==> src/rtl/rs_encode_stream_in_ctrl.sv <==
// Input-side control FSM of the RS encoder stream path: accepts a request header, hands
// its metadata to the output side, then feeds data lines plus one zero pad line per block.
module rs_encode_stream_in_ctrl #(
   parameter int NUM_REQ_BLOCKS   = 8,
   parameter int NUM_REQ_BLOCKS_W = $clog2(NUM_REQ_BLOCKS)
) (
   input  logic                        clk,
   input  logic                        rst_n,

   input  logic                        src_stream_encoder_req_val,
   input  logic [NUM_REQ_BLOCKS_W:0]   src_stream_encoder_req_num_blocks,
   output logic                        stream_encoder_src_req_rdy,

   input  logic                        src_stream_encoder_req_data_val,
   output logic                        stream_encoder_src_req_data_rdy,

   output logic                        stream_encode_line_val,
   output logic                        stream_encode_line_last,
   input  logic                        encode_line_stream_encode_rdy,

   output logic                        in_ctrl_out_ctrl_req_val,
   input  logic                        out_ctrl_in_ctrl_req_rdy,

   output logic                        in_ctrl_in_datap_store_req_meta,
   output logic                        in_ctrl_in_datap_init_line_count,
   output logic                        in_ctrl_in_datap_incr_line_count,
   output logic                        in_ctrl_in_datap_init_block_count,
   output logic                        in_ctrl_in_datap_incr_block_count,

   input  logic                        in_datap_in_ctrl_last_data_line,
   input  logic                        in_datap_in_ctrl_last_block,

   output logic [1:0]                  in_ctrl_state_dbg
);

   // Handshakes: a transfer happens on a cycle where both val and rdy are high at the
   // rising clk edge; val never depends on rdy, and val stays up until the transfer.

   typedef enum logic [1:0] {
      ST_IDLE = 2'd0,
      ST_META = 2'd1,
      ST_DATA = 2'd2,
      ST_PAD  = 2'd3
   } state_e;

   state_e state_r;
   state_e state_nxt;
   logic   zero_blocks_r;
   logic   zero_blocks_nxt;

   logic   req_rdy_raw;
   logic   data_rdy_raw;
   logic   line_val_raw;
   logic   line_last_raw;
   logic   out_req_val_raw;
   logic   store_meta_raw;
   logic   init_line_raw;
   logic   incr_line_raw;
   logic   init_block_raw;
   logic   incr_block_raw;

   always_ff @(posedge clk or negedge rst_n) begin
      if (!rst_n) begin
         state_r       <= ST_IDLE;
         zero_blocks_r <= 1'b0;
      end else begin
         state_r       <= state_nxt;
         zero_blocks_r <= zero_blocks_nxt;
      end
   end

   always_comb begin
      state_nxt       = state_r;
      zero_blocks_nxt = zero_blocks_r;
      req_rdy_raw     = 1'b0;
      data_rdy_raw    = 1'b0;
      line_val_raw    = 1'b0;
      line_last_raw   = 1'b0;
      out_req_val_raw = 1'b0;
      store_meta_raw  = 1'b0;
      init_line_raw   = 1'b0;
      incr_line_raw   = 1'b0;
      init_block_raw  = 1'b0;
      incr_block_raw  = 1'b0;

      case (state_r)
         ST_IDLE: begin
            req_rdy_raw = 1'b1;
            if (src_stream_encoder_req_val) begin
               store_meta_raw  = 1'b1;
               init_line_raw   = 1'b1;
               init_block_raw  = 1'b1;
               zero_blocks_nxt = (src_stream_encoder_req_num_blocks == '0);
               state_nxt       = ST_META;
            end
         end

         ST_META: begin
            out_req_val_raw = 1'b1;
            if (out_ctrl_in_ctrl_req_rdy) begin
               state_nxt = zero_blocks_r ? ST_IDLE : ST_DATA;
            end
         end

         ST_DATA: begin
            line_val_raw = src_stream_encoder_req_data_val;
            data_rdy_raw = encode_line_stream_encode_rdy;
            if (src_stream_encoder_req_data_val && encode_line_stream_encode_rdy) begin
               incr_line_raw = 1'b1;
               if (in_datap_in_ctrl_last_data_line) begin
                  state_nxt = ST_PAD;
               end
            end
         end

         ST_PAD: begin
            line_val_raw  = 1'b1;
            line_last_raw = 1'b1;
            // Both line strobes fire on the pad handshake; the datapath lets init win.
            if (encode_line_stream_encode_rdy) begin
               incr_line_raw = 1'b1;
               init_line_raw = 1'b1;
               if (in_datap_in_ctrl_last_block) begin
                  state_nxt = ST_IDLE;
               end else begin
                  incr_block_raw = 1'b1;
                  state_nxt      = ST_DATA;
               end
            end
         end

         default: begin
            state_nxt = ST_IDLE;
         end
      endcase
   end

   // Outputs are forced low combinationally so they drop the moment rst_n falls.
   always_comb begin
      stream_encoder_src_req_rdy        = req_rdy_raw     & rst_n;
      stream_encoder_src_req_data_rdy   = data_rdy_raw    & rst_n;
      stream_encode_line_val            = line_val_raw    & rst_n;
      stream_encode_line_last           = line_last_raw   & rst_n;
      in_ctrl_out_ctrl_req_val          = out_req_val_raw & rst_n;
      in_ctrl_in_datap_store_req_meta   = store_meta_raw  & rst_n;
      in_ctrl_in_datap_init_line_count  = init_line_raw   & rst_n;
      in_ctrl_in_datap_incr_line_count  = incr_line_raw   & rst_n;
      in_ctrl_in_datap_init_block_count = init_block_raw  & rst_n;
      in_ctrl_in_datap_incr_block_count = incr_block_raw  & rst_n;
   end

   assign in_ctrl_state_dbg = state_r;

endmodule
==> config.mk <==
export PLATFORM = sky130hd
export DESIGN_NAME = rs_encode_stream_in_ctrl
export DESIGN_NICKNAME = d
export VERILOG_FILES = /design/src/rtl/rs_encode_stream_in_ctrl.sv
export SDC_FILE = /design/constraint.sdc
export NUM_CORES = 1
export LEC_CHECK = 0
export BUFFER_PORTS_ARGS = -buffer_cell sky130_fd_sc_hd__buf_4
export CAP_MARGIN = 25
export CORE_AREA = 2 2 39 41
export CTS_CLUSTER_DIAMETER = 120
export DETAILED_ROUTE_END_ITERATION = 8
export DIE_AREA = 0 0 41 43
export SLEW_MARGIN = 5
export SYNTH_ARGS = -nofsm -noshare
export SYNTH_HDL_FRONTEND = slang
export SYNTH_SLANG_ARGS = --single-unit
==> constraint.sdc <==
create_clock -name clk -period 4.64 [get_ports clk]
set_input_delay 0.928 -clock clk [delete_from_list [all_inputs] [get_ports clk]]
set_output_delay 0.928 -clock clk [all_outputs]
set_load 0.01 [all_outputs]
==> results.cfg, run 1 <==
[layout]
nets = 88
drive_gt1_share_pct = 46.4
antenna_cells = 0
num-fill-cells = 152
syn_to_final_growth_pct = 55.6

[detailed_routing]
ant_nets = 0
routed_via_density = 4.36
vias = 371
detail_route.wl_per_cell_um = 9.94
drtIter0Drc = 0
dr.pass1.iters = 1
wl_um = 845
drc_errors = 0

[clock_network]
numCtsBuffers = 3
clk_latency_ns = 0.23
post_cts_buffers = 0
cts.sinks = 3
cts_root_buffer = clkbuf_4
cts-htree-levels = 1
clockBufferDepth = 2
clk_pin_slew_ns = 0.04
ctsResizeCount = 0
cts_hold_buf = 0
cts_tree = yes

[synth]
synth.cell_area_um2 = 380
yosysTopAreaCell = dfrtp_1
ys_seq_elements = 3
synth_cell_types = 21
netlist_instances = 43
synthTopCellsByArea = dfrtp_1 (20%), ha_1 (20%), a2111oi_4 (7.2%)
yosysSeqAreaShare_pct = 19.7
synth_area_per_cell_um2 = 8.85
yosysMostFrequentCell = ha_1
synth_top_area_share_pct = 19.7
async_flop_share_pct = 100
ys.flop_type = dfrtp_1
synth_common_cells = ha_1 (6), nand2_1 (4)
synth_nets = 61
synth_edf_count = 0
ys_warn_count = 0

[sta]
finalSetupViolations = 0
hold_violations = 0
rsz0062_at_grt = no
skew_ns = 0.000667
fin_crit_sh_pct = 51.8
worstMarginPinSlew_ns = 0.316
max_freq_ghz = 0.416
slew_violations = 0
finalSetupTns_ns = 0
period_minus_slack_ns = 2.40
maxSlewHeadroom_pct = 78.9

[global_route]
grt_max_degree = 12
grt_util_met1_pct = 11.0
track_usage_pct = 10.4
grt_pass1_vias = 317
antenna_found_initial = 0
grt_pass1_wl_mm = 1.22
grt.busiest_layer = met2
use_met3_pct = 1.57
globalRouteMet2Util_pct = 17.8
overflow = 0

[pwr]
ir_drop_mv = 0.189
cellLeakagePower_uw = 0.000302
p_per_area_nw_per_um2 = 513
p_total_uw = 304

[die]
fp.dieW_um = 41
ioPinCount = 24
rows = 14
die_h_um = 43
placeableCoreArea_um2 = 1380
die-area_um2 = 1760
initial_core_util_pct = 27.5

[status]
status = complete, no violations

[worst_hold_path]
hold_path.class = reg2reg

[setup_path]
cp.required_ns = 3.71
cpMaxStageDelayCell = dfrtp_1
crit_type = reg2out
end_kind = primary output
cp-start-kind = register
crit_arrival_ns = 1.47
worstPathMaxFanout = 5
crit_chain = inv_1 -> ha_1 -> a31oi_1 -> nor2b_1 -> buf_4
cp_slowest_stage_delay_ns = 0.41

[run]
max-cap-violations = 0

[place]
portBuffers = 23
hpwlAfterDp_um = 697
globalplace.congestion = 0.655
-- worst paths after layout --
check,from,end,slack (ns),cells after the start
min in group asynchronous,rst_n,zero_blocks_r,0.51,1
max in group asynchronous,rst_n,in_ctrl_state_dbg[1],4.00,1
min reg2reg,zero_blocks_r,zero_blocks_r,0.47,2
min,zero_blocks_r,zero_blocks_r,0.47,2
max,in_ctrl_state_dbg[0],stream_encode_line_val,2.24,5
max reg2reg,in_ctrl_state_dbg[0],in_ctrl_state_dbg[1],2.85,5
-- sequential cells by signal, summed over array words and instances (netlist names) --
signal / count
in_ctrl_state_dbg: 2
zero_blocks_r: 1
-- layout make-up --
| class | instances | area, µm² | share of cell area (%) |
|---|---|---|---|
| sequential | 3 | 75.1 | 12.7 |
| clock buffer | 4 | 26.3 | 4.44 |
| inverter | 3 | 11.3 | 1.90 |
| multi-input combinational | 36 | 287 | 48.4 |
| timing repair buffer | 23 | 173 | 29.2 |
| tap | 16 | 20.0 | 3.38 |
-- metrics by stage --
stage	hold slack [ns]	instance area, µm²	utilization [%]	instances	setup WS, ns
global placement	0.463	566	40.9	81	2.29
detailed placement	0.467	566	40.9	81	2.29
finish	0.470	592	42.8	85	2.24
CTS	0.475	592	42.8	85	2.22
floorplan	0.447	380	-	43	2.43
global route	0.509	592	42.8	85	2.15
-- worst max-delay path: cells and delay by family (launching register included) --
family	cells	cell delay, ns
AO/OA/AOI/OAI	1	0.12
adder cells (fa/ha/maj)	1	0.32
buffers and inverters	2	0.28
flip-flops	1	0.41
AND/OR/NAND/NOR	1	0.11
-- power by group --
| group | switching, µW | internal, µW |
|---|---|---|
| clock network | 12.6 | 32.2 |
| registers | 12.8 | 37.7 |
| logic | 96.0 | 112 |
| total | 121 | 182 |
-- routing by layer --
metal | up-vias | routed length [µm]
li1 | 198 | -
met1 | 154 | 351
met2 | 19 | 402
met3 | 0 | 91
met4 | 0 | 0
met5 | - | 0
-- layout by cell type, fill, tap and decap left out, drive strengths merged --
master    n
nand2     4
inv       3
o21ai     1
nor2      3
nor3      1
and2      3
nor2b     2
a31oi     2
and3      2
nand3     1
buf      23
or4       1
a2111oi   1
mux2      1
clkbuf    4
nand2b    3
ha        6
a21oi     2
dfrtp     3
and2b     2
a2bb2oi   1
-- cells by family (layout without fill, tap and decap cells) --
group	count (synthesis)	count (layout)	share of synthesized area (%)
compound gates	7	7	16.8
fa+ha+maj	6	6	19.7
buf+inv	4	30	4.93
flops	3	3	19.7
mux	1	1	3.95
simple gates	22	22	34.9
Note: power is estimated with default switching activity, not from simulation.
==> inputs of run 2 (changes only) <==
- clock period: 4.64 -> 2 ns (I/O delays scaled with it)
==> run 2 against run 1 <==
Final cell count grew 1.2%. First-iteration DRC count grew 4. Clock skew grew 0.0048 ns. Sequential share of layout area shrank 0.21 points. Highest routed layer unchanged.
==> results.cfg, run 2 (same netlist as run 1, synthesis figures left out) <==
[status]
status = complete, no violations

[setup_path]
r2r_end = in_ctrl_state_dbg[1]
end_kind = primary output
cp_slowest_stage_delay_ns = 0.41
reg2reg_depth = 5
crit_arrival_ns = 1.48
crit_chain = inv_1 -> ha_1 -> nand2b_1 -> a21oi_1 -> buf_4
r2r_setup_slack_ns = 0.22
r2r_start = in_ctrl_state_dbg[0]
cpMaxStageDelayCell = dfrtp_1
cp-start-kind = register
worstPathMaxFanout = 5
crit_type = reg2out
cp.required_ns = 1.60

[detailed_routing]
drc_errors = 0
routed_via_density = 4.58
wl_um = 941
drtIter0Drc = 4
vias = 394
detail_route.wl_per_cell_um = 10.9
ant_nets = 0
dr.pass1.iters = 3

[sta]
period_minus_slack_ns = 1.88
finalSetupTns_ns = 0
finalSetupViolations = 0
whs_ns = 0.418
maxSlewHeadroom_pct = 79.3
slew_violations = 0
skew_ns = 0.00549
hold_violations = 0
fin_crit_sh_pct = 93.9
worstMarginPinSlew_ns = 0.310
max_freq_ghz = 0.533
rsz0062_at_grt = no

[layout]
final_common_cell = buf_4
syn_to_final_growth_pct = 58.2
final_cells = 86
nets = 89
antenna_cells = 0
drive_gt1_share_pct = 45.7
largest_reg_flops = 2
final_cell_mix = buf_4 (23), ha_1 (6), nand2_1 (4)

[global_route]
track_usage_pct = 12.0
grt_pass1_vias = 352
grt_pass1_wl_mm = 1.38
antenna_found_initial = 0
grt_max_degree = 12
overflow = 0

[pwr]
cellLeakagePower_uw = 0.000306
switching_share_pct = 40.2
seq_power_share_pct = 16.6
power_frac_comb_pct = 68.6
power.share.clock_pct = 14.8
switchingPower_uw = 287
p_per_area_nw_per_um2 = 1190
ir_drop_mv = 0.478
p_int_uw = 427

[die]
rows = 14
fp.dieW_um = 41
die-area_um2 = 1760
initial_core_util_pct = 27.5
die_h_um = 43
ioPinCount = 24
placeableCoreArea_um2 = 1380

[worst_hold_path]
hold_path.class = in2reg
min_path_cells = 3
min-delay-start = src_stream_encoder_req_num_blocks[2]
hold_path_end = zero_blocks_r

[clock_network]
clockBufferDepth = 2
clk_pin_slew_ns = 0.04
ctsResizeCount = 0
cts_root_buffer = clkbuf_4
post_cts_buffers = 0
clk_latency_ns = 0.23
cts_tree = yes
cts-htree-levels = 1
cts.sinks = 3
cts_hold_buf = 1
numCtsBuffers = 3

[place]
dp_cells = 81
portBuffers = 23
globalplace.congestion = 0.687

[run]
max-cap-violations = 0
## run 2: changes by cell type in the layout (fill, tap and decap cells not counted), sizes merged
cell         change
dlygate4sd3      +1
## run 2: power by group through the flow
stage | Clock (µW) | Sequential [µW] | Combinational (µW)
after floorplan | 0 | 123 | 323
after global placement | 0 | 115 | 495
after detailed placement | 0 | 120 | 496
after CTS | 113 | 119 | 499
after global routing | 117 | 121 | 550
final | 106 | 118 | 489
## run 2: through the flow
stage | cell area (µm²) | worst slack [ns] | power [µW] | util (%)
finish | 602 | 0.123 | 714 | 43.5
global placement | 566 | 0.277 | 611 | 40.9
floorplan | 380 | 0.268 | 445 | -
detailed placement | 566 | 0.207 | 616 | 40.9
CTS | 602 | 0.101 | 731 | 43.5
global route | 602 | 0.00484 | 787 | 43.5
## run 2: how the worst max path moves through the flow
stage | startpoint | endpoint | slack (ns) | cells past startpoint
6_report | in_ctrl_state_dbg[0] | in_ctrl_in_datap_init_line_count | 0.12 | 5
5_1_grt | in_ctrl_state_dbg[0] | stream_encode_line_val | 0.005 | 5
4_1_cts | in_ctrl_state_dbg[0] | in_ctrl_in_datap_init_line_count | 0.10 | 5
3_5_place_dp | in_ctrl_state_dbg[0] | in_ctrl_state_dbg[1] | 0.21 | 5
3_3_place_gp | in_ctrl_state_dbg[0] | in_ctrl_state_dbg[1] | 0.28 | 5
2_1_floorplan | in_ctrl_state_dbg[0] | in_ctrl_state_dbg[1] | 0.27 | 5
## run 2: area by class of cell
| cell class | instances | area (µm²) |
|---|---|---|
| fill | 157 | 782 |
| tap | 16 | 20.0 |
| sequential | 3 | 75.1 |
| multi-input combinational | 36 | 287 |
| inverter | 3 | 11.3 |
| timing repair buffer | 24 | 183 |
| clock buffer | 4 | 26.3 |
## run 2: worst max-delay path, delay by kind of cell, from the launching register on
family	cells	cell delay, ns
DFF	1	0.41
adders and majority gates	1	0.30
buffers and inverters	2	0.25
and+or+nand+nor	1	0.14
AOI/OAI and AO/OA	1	0.14
## run 2: per-layer routing
| metal | GRT usage (%) | wire length (µm) | share of wire (%) |
|---|---|---|---|
| met5 | 0 | 0 | 0 |
| met4 | 8.00 | 0 | 0 |
| met2 | 20.3 | 499 | 53 |
| met3 | 3.14 | 87 | 9.2 |
| met1 | 11.6 | 354 | 38 |
